$ cat config.mk
export PLATFORM = sky130hd
export DESIGN_NAME = command_decode
export DESIGN_NICKNAME = d
export VERILOG_FILES = /design/src/rtl/command_decode.sv
export SDC_FILE = /design/constraint.sdc
export NUM_CORES = 1
export LEC_CHECK = 0
export ABC_AREA = 1
export BUFFER_PORTS_ARGS = -buffer_cell sky130_fd_sc_hd__buf_4
export CAP_MARGIN = 20
export CORE_ASPECT_RATIO = 0.9
export CORE_MARGIN = 10
export CORE_UTILIZATION = 58
export CTS_BUF_LIST = sky130_fd_sc_hd__clkbuf_2
export CTS_CLUSTER_SIZE = 14
export DETAILED_ROUTE_END_ITERATION = 16
export PLACE_DENSITY_LB_ADDON = 0.2
export SETUP_SLACK_MARGIN = 0.5
export SYNTH_ARGS = -nofsm -noshare
export SYNTH_HDL_FRONTEND = slang
export SYNTH_SLANG_ARGS = --single-unit
export TNS_END_PERCENT = 10
$ cat constraint.sdc
create_clock -name clk -period 2.4 [get_ports clk]
set_input_delay 0.48 -clock clk [delete_from_list [all_inputs] [get_ports clk]]
set_output_delay 0.48 -clock clk [all_outputs]
set_load 0.01 [all_outputs]
$ cat src/rtl/command_decode.sv
// Decode stage: pulls 28-bit commands from the command buffer, splits them into fields,
// blocks commands whose registers have pending writes, and issues them to execute.
module command_decode #(
  parameter int DATA_W = 14,
  parameter int REGS   = 16
) (
  input  logic                  clk,
  input  logic                  reset,
  input  logic [2*DATA_W-1:0]   command_in,
  output logic                  cmd_req,
  input  logic                  cmd_stall,
  output logic                  ex_valid,
  input  logic                  ex_ready,
  output logic [3:0]            ex_opcode,
  output logic [3:0]            ex_ra,
  output logic [3:0]            ex_rb,
  output logic [1:0]            ex_mode,
  output logic [DATA_W-1:0]     ex_imm,
  output logic                  ex_wr_en,
  input  logic                  wb_valid,
  input  logic [3:0]            wb_reg,
  input  logic                  br_done,
  output logic                  illegal_op,
  output logic                  halted
);

  typedef enum logic [1:0] {
    ST_FETCH   = 2'd0,
    ST_HOLD    = 2'd1,
    ST_WAIT_BR = 2'd2,
    ST_HALTED  = 2'd3
  } state_t;

  localparam logic [3:0] OP_NOP  = 4'h0;
  localparam logic [3:0] OP_LOAD = 4'h1;
  localparam logic [3:0] OP_STOR = 4'h2;
  localparam logic [3:0] OP_ADD  = 4'h3;
  localparam logic [3:0] OP_SUB  = 4'h4;
  localparam logic [3:0] OP_AND  = 4'h5;
  localparam logic [3:0] OP_OR   = 4'h6;
  localparam logic [3:0] OP_XOR  = 4'h7;
  localparam logic [3:0] OP_MOVI = 4'h8;
  localparam logic [3:0] OP_JMP  = 4'h9;
  localparam logic [3:0] OP_JZ   = 4'hA;
  localparam logic [3:0] OP_HALT = 4'hF;

  function automatic logic op_writes_ra(input logic [3:0] op);
    case (op)
      OP_LOAD, OP_ADD, OP_SUB, OP_AND, OP_OR, OP_XOR, OP_MOVI: op_writes_ra = 1'b1;
      default:                                                 op_writes_ra = 1'b0;
    endcase
  endfunction

  function automatic logic op_reads_ra(input logic [3:0] op);
    case (op)
      OP_STOR, OP_ADD, OP_SUB, OP_AND, OP_OR, OP_XOR, OP_JZ: op_reads_ra = 1'b1;
      default:                                               op_reads_ra = 1'b0;
    endcase
  endfunction

  function automatic logic op_reads_rb(input logic [3:0] op);
    case (op)
      OP_ADD, OP_SUB, OP_AND, OP_OR, OP_XOR: op_reads_rb = 1'b1;
      default:                               op_reads_rb = 1'b0;
    endcase
  endfunction

  function automatic logic op_illegal(input logic [3:0] op);
    case (op)
      4'hB, 4'hC, 4'hD, 4'hE: op_illegal = 1'b1;
      default:                op_illegal = 1'b0;
    endcase
  endfunction

  state_t              state_r, state_s;
  logic [REGS-1:0]     busy_r, busy_s;
  logic                rd_ra_r, rd_rb_r;
  logic                hazard_s, accept_s, issue_s, cmd_req_s, ex_valid_s;
  logic [3:0]          in_op_s, in_ra_s, in_rb_s;
  logic [1:0]          in_mode_s;
  logic [DATA_W-1:0]   in_imm_s;

  assign in_op_s   = command_in[2*DATA_W-1 -: 4];
  assign in_ra_s   = command_in[DATA_W+9 -: 4];
  assign in_rb_s   = command_in[DATA_W+5 -: 4];
  assign in_mode_s = command_in[DATA_W+1 -: 2];
  assign in_imm_s  = command_in[DATA_W-1:0];

  // Read-after-write and write-after-write hazards, from registered busy only
  assign hazard_s = ((rd_ra_r | ex_wr_en) & busy_r[ex_ra]) | (rd_rb_r & busy_r[ex_rb]);

  // State register
  always_ff @(posedge clk) begin
    if (reset) begin
      state_r <= ST_FETCH;
    end else begin
      state_r <= state_s;
    end
  end

  // Next-state logic
  always_comb begin
    state_s = state_r;
    case (state_r)
      ST_FETCH: begin
        if (!cmd_stall) begin
          if (in_op_s == OP_HALT) begin
            state_s = ST_HALTED;
          end else if ((in_op_s == OP_NOP) || op_illegal(in_op_s)) begin
            state_s = ST_FETCH;
          end else begin
            state_s = ST_HOLD;
          end
        end else begin
          state_s = ST_FETCH;
        end
      end
      ST_HOLD: begin
        if (issue_s) begin
          state_s = ((ex_opcode == OP_JMP) || (ex_opcode == OP_JZ)) ? ST_WAIT_BR : ST_FETCH;
        end else begin
          state_s = ST_HOLD;
        end
      end
      ST_WAIT_BR: begin
        if (br_done) begin
          state_s = ST_FETCH;
        end else begin
          state_s = ST_WAIT_BR;
        end
      end
      ST_HALTED: state_s = ST_HALTED;
      default:   state_s = ST_FETCH;
    endcase
  end

  // Handshake outputs; forced low while reset is asserted
  always_comb begin
    cmd_req_s  = 1'b0;
    ex_valid_s = 1'b0;
    if (!reset) begin
      cmd_req_s  = (state_r == ST_FETCH);
      ex_valid_s = (state_r == ST_HOLD) && !hazard_s;
    end else begin
      cmd_req_s  = 1'b0;
      ex_valid_s = 1'b0;
    end
    accept_s = cmd_req_s && !cmd_stall;
    issue_s  = ex_valid_s && ex_ready;
  end

  assign cmd_req  = cmd_req_s;
  assign ex_valid = ex_valid_s;

  // Field registers, loaded whenever the buffer hands over a command
  always_ff @(posedge clk) begin
    if (reset) begin
      ex_opcode <= 4'h0;
      ex_ra     <= 4'h0;
      ex_rb     <= 4'h0;
      ex_mode   <= 2'b00;
      ex_imm    <= '0;
      ex_wr_en  <= 1'b0;
      rd_ra_r   <= 1'b0;
      rd_rb_r   <= 1'b0;
    end else if (accept_s) begin
      ex_opcode <= in_op_s;
      ex_ra     <= in_ra_s;
      ex_rb     <= in_rb_s;
      ex_mode   <= in_mode_s;
      ex_imm    <= in_imm_s;
      ex_wr_en  <= op_writes_ra(in_op_s);
      rd_ra_r   <= op_reads_ra(in_op_s);
      rd_rb_r   <= op_reads_rb(in_op_s);
    end
  end

  // Scoreboard update: writeback clears first, an issuing write sets last so it wins
  always_comb begin
    busy_s = busy_r;
    if (wb_valid) begin
      busy_s[wb_reg] = 1'b0;
    end else begin
      busy_s = busy_r;
    end
    if (issue_s && ex_wr_en) begin
      busy_s[ex_ra] = 1'b1;
    end else begin
      busy_s = busy_s;
    end
  end

  // Scoreboard and sticky status flags
  always_ff @(posedge clk) begin
    if (reset) begin
      busy_r     <= '0;
      illegal_op <= 1'b0;
      halted     <= 1'b0;
    end else begin
      busy_r <= busy_s;
      if (accept_s && op_illegal(in_op_s)) begin
        illegal_op <= 1'b1;
      end
      if (accept_s && (in_op_s == OP_HALT)) begin
        halted <= 1'b1;
      end
    end
  end

endmodule
## Word level (Yosys, flattened, before mapping)

Index checks and enable logic that the tools add are counted.

- Output and inout bits: 33
- Register bits: 51
- Input bits: 38

- Reductions and logical operators: 18
- Multiplexer cells: 27
- Bitwise logic cells: 7
- Equality and inequality tests: 19
- Order comparisons: 5

Operator list:

| operator | number |
|---|---|
| equality test 4 bit (second input constant) | 9 |
| two-way mux 16 bit | 2 |
| bitwise AND 16 bit | 1 |
| equality test 4 x 3 -> 1 bit (second input constant) | 4 |
| inverter 16 bit | 1 |
| bitwise OR 16 bit | 1 |
| less-than comparator 4 x 5 -> 1 bit (second input constant) | 3 |
| two-way mux 1 bit | 15 |
| OR reduction 7 bit | 2 |
| two-way mux 2 bit | 5 |
| binary-select mux 1 bit (select 4 bit) | 2 |
| demux 1 bit (select 4 bit) | 2 |
| equality test 4 x 2 -> 1 bit (second input constant) | 2 |
| >= comparator 4 x 1 -> 1 bit (second input constant) | 2 |
| logical AND 1 bit | 8 |
| one-hot mux 2 bit (4 select lines) | 1 |
| OR reduction 5 bit | 1 |
| equality test 2 bit (second input constant) | 2 |
| equality test 4 x 1 -> 1 bit (second input constant) | 1 |
| logical NOT 4 bit | 1 |
| OR reduction 4 bit | 1 |
| bitwise AND 1 bit | 2 |
| equality test 2 x 1 -> 1 bit (second input constant) | 1 |
| logical NOT 1 bit | 2 |
| 3 further kinds | 5 |

## Longest topological paths before layout

Gate-level depths: netlist of the first run.

- Depth in word-level cells: 11
- Depth in mapped cells: 13

## Worst setup path before layout of the first run

Ideal clock, no wire load.

- Kind: flip-flop to output port
- Start point: register ex_rb[0]
- End point: output port ex_valid
- Arrival: 1.374 ns
- Required time: 1.920 ns
- Stages on the path, launching flop included: 10
- Setup slack: 0.546 ns
- Path buffers: 2
- Path through: dfxtp_1 > buf_2 > nand2_1 > o21ai_1 > nand2_1 > nand3_1 > nand3_1 > a21oi_1 > nor2_4 > buf_6

- Word-level cells in the longest chain between the ends: 7

RTL lines:

| element | line | text |
|---|---|---|
| start: declaration | 16 | `output logic [3:0] ex_rb,` |
| start signal: assignment | 169 | `ex_rb <= in_rb_s;` |
| binary-select mux 1 bit (select 4 bit) | 90 | `assign hazard_s = ((rd_ra_r \| ex_wr_en) & busy_r[ex_ra]) \| (rd_rb_r & busy_r[ex_rb]);` |
| two-way mux 1 bit (implied by the code) | 90 |  |
| bitwise AND 1 bit | 90 |  |
| bitwise OR 1 bit | 90 |  |
| logical NOT 1 bit | 143 | `ex_valid_s = (state_r == ST_HOLD) && !hazard_s;` |
| logical AND 1 bit | 143 |  |
| two-way mux 1 bit | 141 | `if (!reset) begin` |
| end: declaration | 12 | `output logic ex_valid,` |

No other way between the ends. The select of a mux whose other input is x is not followed.

## Worst setup path in the final report of the first run

- Start point: register ex_ra[0]
- End point: output port ex_valid

- Word-level cells in the longest chain between the ends: 7

RTL lines:

| element | line | text |
|---|---|---|
| start: declaration | 15 | `output logic [3:0] ex_ra,` |
| start signal: assignment | 168 | `ex_ra <= in_ra_s;` |
| binary-select mux 1 bit (select 4 bit) | 90 |  |
| two-way mux 1 bit (implied by the code) | 90 |  |
| bitwise AND 1 bit | 90 |  |
| bitwise OR 1 bit | 90 |  |
| logical NOT 1 bit | 143 |  |
| logical AND 1 bit | 143 |  |
| two-way mux 1 bit | 141 |  |

No other way between the ends. The select of a mux whose other input is x is not followed.

==> metrics.txt, run 1 <==
Finished Layout Cells 493; Antenna Cells 0; Fill cells 330; Max-slew headroom 74.35%; Worst Path Class, Setup reg2out; Critical Path Fanout Max 6; DP Area 2984 µm²; Post-CTS Hold Fix Bufs 0; CTS Buf Count 5; worst skew pair latency 0.44 ns; syn nets 412; Crit. Startpoint ex_ra[0]$_SDFFE_PP0P_; post-route design area 3206 µm²; GRT Total Usage roughly 20%; FMAX 430.3 MHz; layout cell share with drive strength beyond 1 26.29%; number of routed nets with antenna violations 0; RSZ-0062 raised after global routing yes; max_cap viols 0; largest net degree at the start of global routing 23; Row Count 22; global route total overflow 0; dominant synthesized flop cell dfxtp_1; post-synthesis async set-or-reset flop share 0%; outcome completed; clock-pin slew on the worst setup and hold paths 0.26 ns; Pleak 0.001475 µW; crit-path cells buf_12, nand2_2, o21ai_1, nand2_1, nand2_1, nand2_1, nand2_2, o21ai_2, nand2_2, nor2_4, buf_6; vias in the first global route 2,453; first-pass GRT wire length approximately 12,000 µm; Tmin final 2.324 ns; CTS HTree Levels 2; pwr dens 509.4 nW/µm²; CP peak stage delay 0.44 ns; dpl hpwl 5685 µm; Initial Util between 60% and 70%; initial antenna violation count 0; detailed router's first-iteration violation count 284; max-slew violations 0; startpoint types flip-flop; clock sink count roughly 50; Peak VDD IR 0.4294 mV; sequential area share after synthesis between 40% and 50%; I/O pin count 71; Final Cycle Share 96.84%; Die Wd 88.60 µm; FF+latch count, synth ~50; maximum clock path buffer count 2; core area 4074 µm²; Worst Min Path Start command_in[10]; EDFF count, synth 0; drt drc 0; Reg2Reg Launch Point ex_ra[0]$_SDFFE_PP0P_; drt pass-1 iters 5; top cell type by total area after synthesis dfxtp_1; multi-input logic area 1286 µm²; Fin. Hold Viols 0; Hold WS around 0.20 ns; CP Capture Type output port; Slew @ Worst Pin 0.3848 ns; CP delay by family, top simple AND/OR/NAND/NOR gates; Tightest Hold Check Type in2reg; DR WL/cell approximately 16 µm; Worst Skew 0.01730 ns; Avg Inst Size Synth 6.567 µm²; YS warnings 0; CP required around 1.9 ns; Worst path slowest cell dfxtp_4; port bufs 70; Synth Instances 374; Worst Path Buf+Inv 2; CTS root buf clkbuf_2; final setup fails 0; Vert. Die Dim 81.74 µm; Sequential Area 1033 µm²; synthesized cell area between 2000 and 2500 µm²; CP arrival 1.84 ns; gpl congestion around 0.93; vias per cell 5.633; Die ar. 7241 µm²; drt total wl 7711 µm; TritonCTS clock tree built; area growth from synthesis to layout 30.51%; Synth area leaders dfxtp_1 (42%), nand2_1 (18%), nand3_1 (6.1%); nets 482; area share of the largest cell type after synthesis about two fifths; Cells after DPL 479; synth unique cells 25; via count 2,777
## layout by cell type, fill, tap and decap left out, types with 2 or more instances in the layout
cell type,count
nand2_1,114
buf_4,74
dfxtp_1,47
nor2_1,35
nand3_1,30
inv_1,26
o21ai_0,22
nand4_1,17
a21oi_1,15
o21ai_1,12
a21oi_2,7
clkbuf_2,6
inv_2,5
nand2_2,5
nor3_1,3
o31ai_1,3
dfxtp_4,3
buf_12,3
o21ai_2,2
nor2_4,2
## registers in the layout, indices dropped and copies added, names as in the netlist
name	count
ex_opcode	4
rd_rb_r	1
busy_r	16
rd_ra_r	1
state_r	2
ex_imm	14
halted	1
ex_wr_en	1
ex_mode	2
ex_ra	4
ex_rb	4
illegal_op	1
## kinds of logic (layout without fill, tap and decap cells)
family,after synthesis,count (layout),synth area share (%)
compound gates,64,64,13.76
mux,1,1,0.4076
buf+inv,49,120,8.304
simple gates,209,209,35.97
flops,51,51,41.57
## worst min-delay path, delay by kind of cell
| kind | cells | cell delay [ns] |
|---|---|---|
| simple gates | 2 | 0.08 |
| buf+inv | 1 | 0.08 |
## cell usage after synthesis, drive strengths merged (3+ instances only)
| cell type | count |
|---|---|
| nand2 | 120 |
| dfxtp | 51 |
| nor2 | 38 |
| o21ai | 36 |
| inv | 33 |
| nand3 | 30 |
| a21oi | 22 |
| nand4 | 17 |
| buf | 9 |
| clkbuf | 7 |
| nor3 | 3 |
| o31ai | 3 |
## what timing repair did
| action | in CTS | in global routing |
|---|---|---|
| pin swaps | 0 | 17 |
| resized for setup | 7 | 24 |
| cloned | 0 | 1 |
| setup endpoints to repair | 20 | 40 |
| buffers inserted | 2 | 3 |
## through the flow
step	setup slack [ns]	setup TNS [ns]	total power (µW)	util, %
floorplan	0.5462	0	1102	-
global placement	0.2939	0	1253	73.25
detailed placement	0.2841	0	1258	73.25
CTS	0.1464	0	1597	75.34
global route	-0.07031	-0.07031	1706	78.69
finish	0.07587	0	1633	78.69
## layer usage
layer	global-route usage (%)	share of wire, %
met1	25.62	42
met2	29.58	45
met3	8.803	11
met4	6.774	1.9
met5	0	0
## report_power, final
part,internal [µW],switching (µW)
sequential,891,45.3
combinational,154,190
clock,74.1,279
total,1120,514
## cell type report
class,instances,share of cell area (%)
clock buffer,6,0.9368
clock inverter,2,0.3903
inverter,33,4.098
multi-input combinational,274,40.12
sequential,51,32.24
tap,48,1.874
timing repair buffer,79,20.34
## worst paths after layout
path | endpoint | cells past startpoint | slack [ns]
hold reg to reg | busy_r[12]$_SDFF_PP0_ | 2 | 0.49
setup / recovery | ex_valid | 11 | 0.08
hold / removal | ex_imm[10]$_SDFFE_PP0P_ | 3 | 0.20
setup reg to reg | busy_r[13]$_SDFF_PP0_ | 14 | 0.47
(Power assumes the default switching activity.)
==> run 2, diff against run 1 <==
- CORE_ASPECT_RATIO: 0.9 -> unset
==> metrics.txt, run 2 (synthesized netlist as in run 1, its figures left out) <==
CP required 1.92 ns (about the same); via count 2,826 (+1.8%); drt total wl 7541 µm (-2.2%); Core Util, Final 79.83% (+1.1 points); drt drc 0 (unchanged); Peak VDD IR 0.5040 mV (+17%); vias per cell 5.663 (+0.54%); Pleak 0.001503 µW (+1.9%); Worst Skew 0.01676 ns (-0.0005376 ns); clock sink count 51 (unchanged); worst skew pair latency 0.44 ns (about the same); Finished Layout Cells 499 (+1.2%); DR WL/cell 15.11 µm (-3.4%); leading cell type in the layout, fill and taps excluded nand2_1; TritonCTS clock tree built; Slew @ Worst Pin 0.3422 ns (-0.04263 ns); Vert. Die Dim 85.08 µm (+4.1%); CTS root buf clkbuf_2; global route total overflow 0 (unchanged); outcome completed; maximum clock path buffer count 2 (unchanged); final setup fails 0 (unchanged); gpl congestion 0.9591 (+3.1%); Die ar. 7238 µm² (about the same); layout cell share with drive strength beyond 1 25.39% (-0.90 points); Cells after DPL 485 (+1.3%); area growth from synthesis to layout 31.89%; CP Capture Type output port; Tot Pwr 1835 µW (+12%); Fill cells 297 (-10%); max-slew violations 0 (unchanged); Max-slew headroom 77.17% (+2.8 points); GRT Total Usage 19.76% (-0.28 points); Final Cycle Share 95.73% (-1.1 points); CTS Buf Count 5 (unchanged); FMAX 435.3 MHz (+1.2%); Die Wd 85.08 µm (-4.0%); RSZ-0062 raised after global routing yes; most frequent cells in the layout nand2_1 (116), buf_4 (78), dfxtp_1 (48); I/O pin count 71 (unchanged); Tightest Hold Check Type in2reg; Fin. Hold Viols 0 (unchanged); Sum Neg Setup Slack 0 ns (unchanged); Row Count 23 (+4.5%); Tmin final 2.297 ns (-0.02670 ns); startpoint types flip-flop; port bufs 70 (unchanged); Initial Util 60.53% (+0.24 points); Critical Path Fanout Max 7 (+1); Worst Path Class, Setup reg2out; Antenna Cells 0 (unchanged); pwr dens 566.6 nW/µm² (+11%); Most flops, register busy_r; biggest regs busy_r (16), ex_imm (14); detailed router's first-iteration violation count 356 (+25%); drt pass-1 iters 5 (unchanged); nets 486 (+0.83%); CTS HTree Levels 2 (unchanged); number of flip-flops in the largest register 16 (unchanged); dpl hpwl 5532 µm (-2.7%); core area 4058 µm² (-0.40%); first-pass GRT wire length 12,120 µm (+5.2%); number of routed nets with antenna violations 0 (unchanged); Post-CTS Hold Fix Bufs 0 (unchanged); vias in the first global route 2,597 (+5.9%); CP arrival 1.82 ns (-0.02 ns); max_cap viols 0 (unchanged); initial antenna violation count 0 (unchanged); clock-pin slew on the worst setup and hold paths 0.26 ns (about the same); largest net degree at the start of global routing 27 (+17%)
[run 2: layer usage]
layer  share of wire, %  vias to the layer above  GRT usage, %
met5                  0                        -             0
met4                3.8                        0         9.431
met3                8.4                       34         6.023
met2                 48                      165         31.13
met1                 40                     1246         23.89
li1                   -                     1381             -
[run 2: path summary, 6_finish.rpt]
check	from	to	slack [ns]	depth (start not counted)
worst max-delay path	ex_rb[0]$_SDFFE_PP0P_	ex_valid	0.10	9
worst min-delay path	command_in[3]	ex_imm[3]$_SDFFE_PP0P_	0.19	3
worst max register to register	ex_ra[0]$_SDFFE_PP0P_	busy_r[1]$_SDFF_PP0_	0.37	15
worst min register to register	ex_imm[12]$_SDFFE_PP0P_	ex_imm[12]$_SDFFE_PP0P_	0.49	2
[run 2: power by group]
| part | total, µW | switching (µW) | internal, µW |
|---|---|---|---|
| Combinational | 354 | 199 | 155 |
| Clock | 558 | 279 | 279 |
| Sequential | 923 | 32.9 | 890 |
| Total | 1840 | 511 | 1320 |
[run 2: stage by stage]
step,worst slack [ns],hold slack [ns],cell area (µm²)
finish,0.1026,0.1943,3239
CTS,0.1190,0.1735,3154
floorplan,0.5462,0.4483,2456
detailed placement,0.2365,0.4608,3017
global route,0.001029,0.1694,3239
global placement,0.2633,0.4520,3017
[run 2: worst max-delay path, cell delays in order (launching register included)]
cell,delay [ns]
dfxtp_4,0.42
buf_12,0.12
nor2_1,0.05
nor2_1,0.10
o21ai_0,0.13
nand3_2,0.09
nand3_2,0.09
a21oi_4,0.19
nor2_4,0.07
buf_6,0.12
[run 2: area by class of cell]
class                           count  area [µm²]  share of cell area [%]
Clock buffer                        5       25.02                  0.7725
Clock inverter                      3       67.56                   2.086
Inverter                           33       131.4                   4.056
Multi-Input combinational cell    274        1270                   39.20
Sequential cell                    51        1032                   31.87
Tap cell                           50       62.56                   1.931
Timing Repair Buffer               83       650.6                   20.08
[run 2: timing repair]
action / CTS / global route
endpoints found under the setup margin: 16 / 18
pin swaps: 2 / 10
buffers inserted: 3 / 3
resized for setup: 9 / 16
